<file path="src/rtl/uart_rx.sv">
// 8N1-style serial receiver: oversampled start-bit validation, LSB-first data recovery,
// registered one-cycle valid / framing-error strobes, resync only after the line idles high.
module uart_rx #(
    parameter int DATA_BITS  = 8,
    parameter int OVERSAMPLE = 16
) (
    input  logic                 clk,
    input  logic                 reset,
    input  logic                 sample_tick,
    input  logic                 rx,
    output logic [DATA_BITS-1:0] data_out,
    output logic                 data_valid,
    output logic                 frame_error,
    output logic                 busy
);

    // state     | meaning
    // IDLE      | line idle, waiting for a low sample
    // START     | counting to mid start bit to confirm it is not a glitch
    // DATA      | sampling one data bit per bit period, LSB first
    // STOP      | sampling the stop bit at mid bit
    // WAIT_IDLE | stop bit was low; hold off until the line returns high

    localparam int CW = (OVERSAMPLE > 1) ? $clog2(OVERSAMPLE) : 1;
    localparam int BW = (DATA_BITS > 1) ? $clog2(DATA_BITS) : 1;

    localparam logic [CW-1:0] MID_TC   = CW'(OVERSAMPLE / 2 - 1);
    localparam logic [CW-1:0] BIT_TC   = CW'(OVERSAMPLE - 1);
    localparam logic [BW-1:0] LAST_BIT = BW'(DATA_BITS - 1);

    typedef enum logic [2:0] {
        IDLE      = 3'd0,
        START     = 3'd1,
        DATA      = 3'd2,
        STOP      = 3'd3,
        WAIT_IDLE = 3'd4
    } state_t;

    state_t               state;
    state_t               state_next;
    logic                 rx_m;
    logic                 rx_s;
    logic [CW-1:0]        tick_cnt;
    logic [BW-1:0]        bit_idx;
    logic [DATA_BITS-1:0] shift_reg;
    logic                 mid_tc;
    logic                 bit_tc;
    logic                 valid_set;
    logic                 error_set;

    assign mid_tc = (tick_cnt == MID_TC);
    assign bit_tc = (tick_cnt == BIT_TC);

    // Both synchroniser flops reset high so reset never looks like a start edge.
    always_ff @(posedge clk or posedge reset) begin
        if (reset) begin
            rx_m <= 1'b1;
            rx_s <= 1'b1;
        end else begin
            rx_m <= rx;
            rx_s <= rx_m;
        end
    end

    always_ff @(posedge clk or posedge reset) begin
        if (reset) begin
            state <= IDLE;
        end else begin
            state <= state_next;
        end
    end

    always_comb begin
        state_next = state;
        if (sample_tick) begin
            case (state)
                IDLE: begin
                    if (!rx_s) state_next = START;
                end
                START: begin
                    if (mid_tc) state_next = rx_s ? IDLE : DATA;
                end
                DATA: begin
                    if (bit_tc && (bit_idx == LAST_BIT)) state_next = STOP;
                end
                STOP: begin
                    if (bit_tc) state_next = rx_s ? IDLE : WAIT_IDLE;
                end
                WAIT_IDLE: begin
                    if (rx_s) state_next = IDLE;
                end
                default: state_next = IDLE;
            endcase
        end
    end

    always_comb begin
        valid_set = 1'b0;
        error_set = 1'b0;
        busy      = (state != IDLE);
        if (sample_tick && (state == STOP) && bit_tc) begin
            valid_set = rx_s;
            error_set = !rx_s;
        end
    end

    // Counters and the data path only move on sample_tick; strobes default low every cycle.
    always_ff @(posedge clk or posedge reset) begin
        if (reset) begin
            tick_cnt    <= '0;
            bit_idx     <= '0;
            shift_reg   <= '0;
            data_out    <= '0;
            data_valid  <= 1'b0;
            frame_error <= 1'b0;
        end else begin
            data_valid  <= valid_set;
            frame_error <= error_set;
            if (valid_set) begin
                data_out <= shift_reg;
            end
            if (sample_tick) begin
                case (state)
                    IDLE: begin
                        tick_cnt <= '0;
                    end
                    START: begin
                        if (mid_tc) begin
                            tick_cnt <= '0;
                            bit_idx  <= '0;
                        end else begin
                            tick_cnt <= tick_cnt + CW'(1);
                        end
                    end
                    DATA: begin
                        if (bit_tc) begin
                            tick_cnt           <= '0;
                            shift_reg[bit_idx] <= rx_s;
                            bit_idx            <= (bit_idx == LAST_BIT) ? '0 : bit_idx + BW'(1);
                        end else begin
                            tick_cnt <= tick_cnt + CW'(1);
                        end
                    end
                    STOP: begin
                        tick_cnt <= bit_tc ? '0 : tick_cnt + CW'(1);
                    end
                    default: begin
                        tick_cnt <= '0;
                    end
                endcase
            end
        end
    end

endmodule

</file>
<file path="config.mk">
export PLATFORM = sky130hd
export DESIGN_NAME = uart_rx
export DESIGN_NICKNAME = d
export VERILOG_FILES = /design/src/rtl/uart_rx.sv
export SDC_FILE = /design/constraint.sdc
export NUM_CORES = 1
export LEC_CHECK = 0
export BUFFER_PORTS_ARGS = -buffer_cell sky130_fd_sc_hd__buf_2
export CELL_PAD_IN_SITES_DETAIL_PLACEMENT = 0
export CELL_PAD_IN_SITES_GLOBAL_PLACEMENT = 1
export CORE_ASPECT_RATIO = 1.2
export CORE_MARGIN = 2
export CORE_UTILIZATION = 50
export CTS_CLUSTER_SIZE = 20
export DETAILED_ROUTE_END_ITERATION = 7
export PLACE_DENSITY = 0.83
export RECOVER_POWER = 25
export REMOVE_ABC_BUFFERS = 1
export SYNTH_ARGS = -nofsm -noshare
export SYNTH_HDL_FRONTEND = slang
export SYNTH_SLANG_ARGS = --single-unit
</file>
<file path="constraint.sdc">
create_clock -name clk -period 3.75 [get_ports clk]
set_clock_uncertainty 0.15 [all_clocks]
set_input_delay 0.375 -clock clk [delete_from_list [all_inputs] [get_ports clk]]
set_output_delay 0.375 -clock clk [all_outputs]
set_load 0.05 [all_outputs]
</file>
== Yosys cells after proc, flatten, opt, wreduce, memory -nomap -nowiden ==
Cells that the tools add are included.
Word-level totals
  register bits after elaboration: 30
  word-level logic and storage cells: 58
  output and inout bits: 11
  input port bits: 4
Cells by class
  equal/unequal tests: 13
  reductions and logical operators: 12
  muxes and demuxes: 20
  add/subtract/negate cells: 2
  $lt $le $gt $ge: 2
Operators by type and width (count)
  3-bit two-way mux: 9
  3-bit case mux with 5 select lines: 1
  2-bit != test, second input constant: 6
  8-bit bitwise mux: 1
  4-bit two-way mux: 2
  4-bit case mux with 2 select lines: 1
  3-bit by 2-bit == test with 1-bit output, second input constant: 2
  3-bit == test, second input constant: 2
  3-bit case mux with 2 select lines: 1
  6-bit AND reduction: 1
  4-bit by 1-bit adder with 4-bit output, second input constant: 1
  4-bit by 3-bit == test with 1-bit output, second input constant: 1
  4-bit == test, second input constant: 1
  1-bit logical AND: 4
  3-bit by 4-bit < comparator with 1-bit output, second input constant: 1
  4-bit AND reduction: 1
  3-bit by 1-bit adder with 3-bit output, second input constant: 1
  1-bit demux with 3-bit select: 1
  3-bit by 1-bit == test with 1-bit output, second input constant: 1
  3-bit by 1-bit >= comparator with 1-bit output, second input constant: 1
  3-bit logical NOT: 1
  1-bit two-way mux: 3
  3-bit AND reduction: 1
  3-bit nonzero test: 1
  other kinds (4): 4

== Logic depth before layout (Yosys ltp) ==
Gate-level depths: netlist of the first run.
  depth in word-level cells: 5
  mapped depth: 4
  depth with buffers taken out: 4

== Worst setup path after synthesis of the first run ==
OpenSTA, ideal clock, no wires.
  path type: register to register
  start point: register tick_cnt[0]
  end point: register data_out[0]
  data required time: 3.472 ns
  arrival: 1.448 ns
  period minus slack after synthesis: 1.726 ns
  buffers on the path: 0
  cell stages (with the launch flop): 5
  slack: 2.024 ns
  library setup time: 0.128 ns
  cell sequence: dfrtp_1 > ha_1 > and4_1 > nand4_4 > mux2_1
On the way
  cells in the longest elaborated chain, start to end: 3
Ends and longest elaborated chain
  start, declared: RTL line 43  | logic [CW-1:0] tick_cnt;
  start signal, assigned: RTL line 132  | tick_cnt <= tick_cnt + CW'(1);
  start signal, assigned: RTL line 141  | tick_cnt <= tick_cnt + CW'(1);
  start signal, assigned: RTL line 145  | tick_cnt <= bit_tc ? '0 : tick_cnt + CW'(1);
  4-bit == test: RTL line 52  | assign bit_tc = (tick_cnt == BIT_TC);
  1-bit logical AND: RTL line 101  | if (sample_tick && (state == STOP) && bit_tc) begin
  1-bit two-way mux: RTL line 101
  end signal, assigned: RTL line 120  | data_out <= shift_reg;
  end, declared: RTL line 11  | output logic [DATA_BITS-1:0] data_out,
No other way between the ends.
A chain may end at the register's enable or synchronous reset.

== Worst setup path in the final report of the first run ==
  start point: register state[1]
  end point: register shift_reg[6]
On the way
  cells in the longest elaborated chain, start to end: 2
Ends and longest elaborated chain
  start, declared: RTL line 39  | state_t state;
  start signal, assigned: RTL line 69  | state <= state_next;
  3-bit by 2-bit == test with 1-bit output: RTL line 123  | case (state)
  3-bit AND reduction (no line)
  end signal, assigned by index: RTL line 138  | shift_reg[bit_idx] <= rx_s;
  end, declared: RTL line 45  | logic [DATA_BITS-1:0] shift_reg;
No other way between the ends.

==> out/results.md, run 1 <==
| Parameter | Reported | Unit |
| --- | --- | --- |
| Result of the run | completed | - |
| Post-CTS resize count | 0 | - |
| Most frequent cell after synthesis | sky130_fd_sc_hd__dfrtp_1 | - |
| Tightest slew margin relative to the limit | 26.3 | % |
| Pin count of the biggest net entering global routing | 31 | - |
| Number of placed cells counting well taps | 165 | - |
| Mux contribution to synthesized area | 14.8 | % |
| Library cell occupying the most area in the post-synthesis netlist | sky130_fd_sc_hd__dfrtp_1 | - |
| Final ANT Viol Nets | 0 | - |
| Horizontal extent of the die | 53.9 | um |
| Placed instance area | 1580 | um^2 |
| Layout fillers | 243 | - |
| Via count of the routed design | 985 | - |
| Final core utilization | 58.3 | % |
| Most used flip-flop cell after synthesis | sky130_fd_sc_hd__dfrtp_1 | - |
| Avg Synthesized Cell Area | 12.1 | um^2 |
| Final-report max-slew violation count | 0 | - |
| Final critical-path required period | 2.03 | ns |
| Netlist cell types | 44 | - |
| Sequential power share | 54.2 | % |
| Static power due to leakage | 0.823 | nW |
| Setup repair after global routing missed its margin | false | - |
| Critical path class | register to register | - |
| Internal power contribution | 507 | uW |
| Number of flops mapped to enable cells by yosys | 0 | - |
| Placed wire-length estimate after detailed placement | 1780 | um |
| Post-synthesis compound-gate area fraction | 8.28 | % |
| Total congestion overflow after global routing | 0 | - |
| Fraction of layout cells with a size suffix above 1 | 22.9 | % |
| Post-synthesis adder-cell area fraction | 2.51 | % |
| P_sw | 297 | uW |
| DRT iter0 DRCs | 24 | - |
| Final net count | 146 | - |
| Largest buffer count on any clock path | 2 | - |
| Worst setup slack after layout | 1.72 | ns |
| Clock tree from TritonCTS | yes | - |
| Category of the worst setup path launch point | register | - |
| Number of remaining DRC errors | 0 | - |
| Design area | 1640 | um^2 |
| Highest net fanout along the worst path | 16 | - |
| Part of the total power dissipated in the clock network | 22.5 | % |
| Proportion of total power due to net switching | 37.0 | % |
| Crit. End Element | register | - |
| Wire length of the first global-routing pass | 4620 | um |
| Critical path arrival | 2.10 | ns |
| Pwr dens | 491 | nW/um^2 |
| Synth async-reset ratio | 100 | % |
| I/O pin total | 15 | - |
| Number of clock buffers inserted by TritonCTS | 5 | - |
| Total of flip-flops plus latches after synthesis | 30 | - |
| Vias in the first global route | 1018 | - |
| Combined area of all synthesized cells | 1500 | um^2 |
| Sum of negative setup slack | 0 | ns |
| Combinational cell fraction of total power | 23.3 | % |
| Non-filler cells, final | 174 | - |
| Count of port buffers added during placement | 14 | - |
| Gate count after technology mapping | 124 | - |
| Root Buffer | sky130_fd_sc_hd__clkbuf_4 | - |
| Routed Wire Length | 2580 | um |
| Final GP Congestion | 0.823 | - |
| H-tree levels | 2 | - |
| Clock transition time at the flip-flop clock pins of the worst setup and hold paths | 0.10 | ns |
| Number of rows in the core area | 21 | - |
| Max IR drop VDD | 0.320 | mV |
| Die Footprint | 3450 | um^2 |
| Clk_lat worst skew | 0.33 | ns |
| Number of inserted diodes | 0 | - |
| Antenna violations before repair | 0 | - |
| Mean number of vias per cell | 5.66 | - |
| Xor and xnor area share after synthesis | 0.586 | % |
| Combinational family with the most area after synthesis | simple AND/OR/NAND/NOR gates | - |
| Post-Place Setup Slack | 1.73 | ns |
| Hold Slack | 0.157 | ns |
| Overall routing resource usage | 18.8 | % |
| Total power | 804 | uW |
| Area share of and/or/nand/nor cells after synthesis | 19.1 | % |
| Max-capacitance violation count | 0 | - |
| Multi-input gate area | 677 | um^2 |
| Ranking of synthesized cells by area | sky130_fd_sc_hd__dfrtp_1 (47%), sky130_fd_sc_hd__mux2_1 (13%), sky130_fd_sc_hd__dfstp_2 (3.5%), sky130_fd_sc_hd__nand4_4 (2.8%), sky130_fd_sc_hd__ha_1 (2.5%) | - |
| Fmax | 492 | MHz |
| Final number of setup-violating endpoints | 0 | - |
| Chip Height | 63.9 | um |
| Synth warnings | 0 | - |
| Worst hold-check path type | input pin to asynchronous set/reset pin | - |
| Tightest Pin Transition | 1.10 | ns |
| Proportion of netlist area held by the largest area contributor | 46.9 | % |
| WP data required | 3.82 | ns |
| Final Hold Vio Count | 0 | - |
| Initial standard-cell utilization of the core | 53.2 | % |
| Area of the core | 2810 | um^2 |
| Layout overhead on the synthesized area | 9.54 | % |
| Clock sink count | 30 | - |
| Average detailed-routed wire length per instance | 14.8 | um |
| Sequential share of the synthesized area | 50.4 | % |
| Footprint of the flip-flops and latches | 753 | um^2 |
| Top post-synthesis cells by count | sky130_fd_sc_hd__dfrtp_1 (28), sky130_fd_sc_hd__mux2_1 (17), sky130_fd_sc_hd__inv_1 (9) | - |
| Final clock period utilization by the worst path | 54.2 | % |
| Count of TritonRoute iterations in the first routing pass | 3 | - |
==> layout make-up <==
type,count,area share [%]
timing repair buffer,15,4.89
clock buffer,6,2.52
tap,34,2.60
inverter,9,2.06
multi-input combinational,78,41.3
sequential,30,46.0
clock inverter,2,0.611
==> placed cells by master (no fill, tap or decap), types with 2 or more instances in the layout <==
cell type,n
sky130_fd_sc_hd__nor3_1,3
sky130_fd_sc_hd__ha_1,3
sky130_fd_sc_hd__nand2_1,6
sky130_fd_sc_hd__nand4_4,2
sky130_fd_sc_hd__o22ai_1,3
sky130_fd_sc_hd__inv_1,9
sky130_fd_sc_hd__dfstp_2,2
sky130_fd_sc_hd__buf_2,14
sky130_fd_sc_hd__nand3_1,2
sky130_fd_sc_hd__a21oi_1,2
sky130_fd_sc_hd__mux2_1,17
sky130_fd_sc_hd__dfrtp_1,28
sky130_fd_sc_hd__nor4_1,2
sky130_fd_sc_hd__mux2i_1,3
sky130_fd_sc_hd__nand2b_1,3
sky130_fd_sc_hd__clkinv_2,2
sky130_fd_sc_hd__clkbuf_4,5
sky130_fd_sc_hd__nor2_1,4
sky130_fd_sc_hd__nor3_2,2
==> logic make-up (layout without fill, tap and decap cells) <==
family	count (synthesis)	in the layout
AND/OR/NAND/NOR	37	37
flip-flops	30	30
multiplexers	20	20
AO/OA/AOI/OAI	17	17
buffers and inverters	16	32
adder cells (fa/ha/maj)	3	3
XOR/XNOR	1	1
==> critical path: stages, from the launching register on <==
cell and delay (ns):
sky130_fd_sc_hd__dfrtp_1 0.65, sky130_fd_sc_hd__or4b_4 0.59, sky130_fd_sc_hd__nor3_2 0.19, sky130_fd_sc_hd__mux2_1 0.34
==> power groups by stage <==
stage	Sequential, mW	Combinational (mW)	Clock [mW]
CTS	0.435	0.190	0.189
detailed placement	0.441	0.187	0
floorplan	0.423	0.154	0
global placement	0.438	0.180	0
finish	0.436	0.188	0.181
global route	0.447	0.211	0.203
==> routing by layer <==
layer / vias up / wire [um] / GRT usage, %
li1: 480 / - / -
met1: 479 / 1140 / 21.9
met2: 16 / 1260 / 29.3
met3: 10 / 111 / 7.01
met4: 0 / 75 / 9.94
met5: - / 0 / 0
==> final timing paths <==
| path | startpoint | endpoint | slack, ns | cells after the start |
|---|---|---|---|---|
| setup / recovery | state[1]$_DFFE_PP0P_ | shift_reg[6]$_DFFE_PP0P_ | 1.72 | 3 |
| hold / removal | reset | shift_reg[1]$_DFFE_PP0P_ | 0.16 | 2 |
| setup reg to reg | state[1]$_DFFE_PP0P_ | shift_reg[6]$_DFFE_PP0P_ | 1.72 | 3 |
| hold reg to reg | rx_m$_DFF_PP1_ | rx_s$_DFF_PP1_ | 0.21 | 0 |
| max in group asynchronous | reset | bit_idx[1]$_DFFE_PP0P_ | 2.63 | 2 |
| min in group clk | rx_m$_DFF_PP1_ | rx_s$_DFF_PP1_ | 0.21 | 0 |
==> timing repair <==
action,4_1_cts,5_1_grt
setup buffers,0,0
hold endpoints to repair,1,0
hold buffers,1,0
(Power assumes the default switching activity.)
==> inputs of run 2 (changes only) <==
ABC_AREA = 1   (was default)
CORE_UTILIZATION = 38   (was 50)
PLACE_DENSITY = 0.73   (was 0.83)
clock period = 1.8 ns   (was 3.75 ns; I/O delays follow)
==> run 2 against run 1 <==
- highest routed layer unchanged
- non-clock buffer count up 4
- critical endpoint is now data_out[2]$_DFFE_PP0P_
- via count up 18%
- first-iteration DRC count up 29%
==> out/results.md, run 2 <==
| Parameter | Reported | Unit | Delta |
| --- | --- | --- | --- |
| Tightest Pin Transition | 0.739 | ns | -0.364 ns |
| Combinational family with the most area after synthesis | simple AND/OR/NAND/NOR gates | - |  |
| Clk_lat worst skew | 0.28 | ns | -0.05 ns |
| Area of the core | 3630 | um^2 | +29% |
| Number of clock buffers inserted by TritonCTS | 5 | - | unchanged |
| Sum of negative setup slack | 0 | ns | unchanged |
| Mux contribution to synthesized area | 0 | % | -15 points |
| Count of port buffers added during placement | 14 | - | unchanged |
| Sequential share of the synthesized area | 52.6 | % | +2.2 points |
| Xor and xnor area share after synthesis | 0.611 | % | +0.026 points |
| Number of rows in the core area | 24 | - | +14% |
| Fmax | 608 | MHz | +24% |
| Ranking of synthesized cells by area | sky130_fd_sc_hd__dfrtp_1 (49%), sky130_fd_sc_hd__nand2_1 (18%), sky130_fd_sc_hd__o21ai_0 (4.9%), sky130_fd_sc_hd__inv_1 (3.9%), sky130_fd_sc_hd__dfstp_2 (3.7%) | - |  |
| Synth async-reset ratio | 100 | % | unchanged |
| Placed instance area | 1580 | um^2 | about the same |
| I/O pin total | 15 | - | unchanged |
| Pin count of the biggest net entering global routing | 31 | - | unchanged |
| Wire length of the first global-routing pass | 4800 | um | +3.9% |
| Crit. End Element | register | - |  |
| H-tree levels | 2 | - | unchanged |
| Initial standard-cell utilization of the core | 39.4 | % | -14 points |
| Critical path class | register to register | - |  |
| Clock sink count | 30 | - | unchanged |
| Result of the run | completed | - |  |
| Post-synthesis compound-gate area fraction | 6.55 | % | -1.7 points |
| Most used flip-flop cell after synthesis | sky130_fd_sc_hd__dfrtp_1 | - |  |
| Top post-synthesis cells by count | sky130_fd_sc_hd__nand2_1 (70), sky130_fd_sc_hd__dfrtp_1 (28), sky130_fd_sc_hd__inv_1 (15) | - |  |
| Post-CTS resize count | 0 | - | unchanged |
| Via count of the routed design | 1165 | - | +18% |
| Proportion of netlist area held by the largest area contributor | 48.9 | % | +2.0 points |
| Number of remaining DRC errors | 0 | - | unchanged |
| Root Buffer | sky130_fd_sc_hd__clkbuf_8 | - |  |
| Maximum single-stage delay on the critical path | 0.38 | ns | -0.27 ns |
| Worst hold-check path type | input pin to register | - |  |
| Cell with the most instances on the worst path | sky130_fd_sc_hd__nand2_1 | - |  |
| Top library cells by usage in the layout, fill and taps aside | sky130_fd_sc_hd__nand2_1 (70), sky130_fd_sc_hd__dfrtp_1 (28), sky130_fd_sc_hd__inv_1 (15) | - |  |
| Max-capacitance violation count | 0 | - | unchanged |
| Library cell occupying the most area in the post-synthesis netlist | sky130_fd_sc_hd__dfrtp_1 | - |  |
| Number of buffer and inverter instances along the worst setup path | 0 | - | unchanged |
| Most frequent cell after synthesis | sky130_fd_sc_hd__nand2_1 | - |  |
| Critical path arrival | 1.67 | ns | -0.43 ns |
| Tightest slew margin relative to the limit | 50.7 | % | +24 points |
| Final number of setup-violating endpoints | 0 | - | unchanged |
| Avg Synthesized Cell Area | 8.05 | um^2 | -33% |
| Number of flops mapped to enable cells by yosys | 0 | - | unchanged |
| Layout fillers | 380 | - | +56% |
| Count of TritonRoute iterations in the first routing pass | 4 | - | +1 |
| Category of the worst setup path launch point | register | - |  |
| Vias in the first global route | 1122 | - | +10% |
| Antenna violations before repair | 0 | - | unchanged |
| Final-report max-slew violation count | 0 | - | unchanged |
| Clock transition time at the flip-flop clock pins of the worst setup and hold paths | 0.06 | ns | -0.04 ns |
| Synth warnings | 0 | - | unchanged |
| Fraction of layout cells with a size suffix above 1 | 18.2 | % | -4.6 points |
| Gate count after technology mapping | 178 | - | +44% |
| Post-synthesis adder-cell area fraction | 2.62 | % | +0.11 points |
| Ordered cell list for the critical path | ha_1 -> nand3_2 -> nor2_4 -> nand3_1 -> nand2_1 -> nand2_1 | - |  |
| Max IR drop VDD | 0.407 | mV | +27% |
| Highest net fanout along the worst path | 8 | - | -8 |
| Total congestion overflow after global routing | 0 | - | unchanged |
| Most frequent standard cell in the layout excluding fill and tap cells | sky130_fd_sc_hd__nand2_1 | - |  |
| Largest buffer count on any clock path | 2 | - | unchanged |
| Cell with the biggest individual delay on the critical path | sky130_fd_sc_hd__dfrtp_1 | - |  |
| Average detailed-routed wire length per instance | 10.2 | um | -31% |
| Clock tree from TritonCTS | yes | - |  |
| Die Footprint | 4280 | um^2 | +24% |
| Total of flip-flops plus latches after synthesis | 30 | - | unchanged |
| Design area | 1690 | um^2 | +3.3% |
| Netlist cell types | 20 | - | -55% |
| Routed Wire Length | 2610 | um | +0.89% |
| Pwr dens | 1100 | nW/um^2 | +120% |
| Area share of and/or/nand/nor cells after synthesis | 31.9 | % | +13 points |
| Layout overhead on the synthesized area | 18.1 | % |  |
| Final critical-path required period | 1.65 | ns | -0.387 ns |
| Family of cells with the greatest summed delay on the critical path | simple AND/OR/NAND/NOR gates | - |  |
| Final net count | 209 | - | +43% |
| Overall routing resource usage | 15.0 | % | -3.9 points |
| Final clock period utilization by the worst path | 91.4 | % | +37 points |
| DRT iter0 DRCs | 31 | - | +29% |
| Final Hold Vio Count | 0 | - | unchanged |
| Static power due to leakage | 0.945 | nW | +15% |
| Setup repair after global routing missed its margin | false | - |  |
| WP data required | 1.82 | ns | -2.00 ns |
| Combined area of all synthesized cells | 1430 | um^2 | -4.2% |
| Mean number of vias per cell | 4.57 | - | -19% |
| Number of inserted diodes | 0 | - | unchanged |
| Horizontal extent of the die | 60.1 | um | +11% |
| Placed wire-length estimate after detailed placement | 1910 | um | +7.2% |
| Final GP Congestion | 0.789 | - | -4.0% |
| Chip Height | 71.3 | um | +12% |
| Final ANT Viol Nets | 0 | - | unchanged |
-- run 2: changes by cell type in the layout (fill, tap and decap cells not counted), moves of 5 or more --
cell	delta
sky130_fd_sc_hd__clkbuf_4	-5
sky130_fd_sc_hd__nand2_1	+64
sky130_fd_sc_hd__inv_2	+5
sky130_fd_sc_hd__nand4_1	+6
sky130_fd_sc_hd__inv_1	+6
sky130_fd_sc_hd__clkbuf_8	+6
sky130_fd_sc_hd__nor2_1	+7
sky130_fd_sc_hd__nand3_1	+8
sky130_fd_sc_hd__mux2_1	-17
sky130_fd_sc_hd__o21ai_0	+13
-- run 2: layout make-up --
class / count / area [um^2] / share of cell area [%]
clock buffer: 7 / 86.3 / 5.10
clock inverter: 1 / 5.00 / 0.296
inverter: 20 / 75.1 / 4.44
multi-input combinational: 126 / 597 / 35.3
sequential: 30 / 753 / 44.5
tap: 52 / 65.1 / 3.85
timing repair buffer: 19 / 110 / 6.51
-- run 2: cells by family (layout without fill, tap and decap cells) --
| kind of cell | after synthesis | count (layout) |
|---|---|---|
| compound gates | 18 | 18 |
| xor+xnor | 1 | 1 |
| fa+ha+maj | 3 | 3 |
| buf+inv | 22 | 47 |
| flops | 30 | 30 |
| simple gates | 104 | 104 |
-- run 2: path summary, 6_finish.rpt --
path	startpoint	endpoint	slack [ns]	cells after the start
min in group asynchronous	reset	state[1]$_DFFE_PP0P_	0.49	4
setup / recovery	tick_cnt[1]$_DFFE_PP0P_	data_out[2]$_DFFE_PP0P_	0.15	6
hold / removal	sample_tick	tick_cnt[2]$_DFFE_PP0P_	0.02	2
hold reg to reg	rx_m$_DFF_PP1_	rx_s$_DFF_PP1_	0.21	0
setup reg to reg	tick_cnt[1]$_DFFE_PP0P_	data_out[2]$_DFFE_PP0P_	0.15	6
max in group asynchronous	reset	tick_cnt[1]$_DFFE_PP0P_	0.53	4
-- run 2: per-stage QoR --
| step | worst slack (ns) | hold WS (ns) | cells | power, mW | util [%] |
|---|---|---|---|---|---|
| finish | 0.154 | 0.0209 | 255 | 1.86 | 46.6 |
| global route | 0.00352 | 0.0249 | 255 | 2.00 | 46.6 |
| CTS | 0.122 | 0.0170 | 254 | 1.89 | 46.4 |
| detailed placement | 0.135 | 0.130 | 244 | 1.33 | 43.4 |
| global placement | 0.180 | 0.124 | 244 | 1.31 | 43.4 |
| floorplan | 0.280 | 0.0345 | 176 | 1.20 | - |
-- run 2: layer usage --
| metal | wire length [um] | global-route usage [%] | part of all wire, % | vias to the layer above |
|---|---|---|---|---|
| li1 | - | - | - | 612 |
| met1 | 1210 | 18.4 | 46 | 531 |
| met2 | 1250 | 23.2 | 48 | 17 |
| met3 | 86 | 5.42 | 3.3 | 5 |
| met4 | 59 | 6.67 | 2.3 | 0 |
| met5 | 0 | 0 | 0 | - |
-- run 2: what timing repair did --
| action | in CTS | in global routing |
|---|---|---|
| setup endpoints to repair | 0 | 2 |
| hold buffers | 2 | 0 |
| buffers inserted | 0 | 1 |
| hold endpoints to repair | 29 | 0 |
-- run 2: report_power, final --
part,leakage (nW),switching [mW],total (mW),internal [mW]
logic,0.490,0.354,0.497,0.143
registers,0.407,0.0726,0.813,0.741
clock network,0.0482,0.241,0.549,0.308
total,0.945,0.667,1.86,1.19
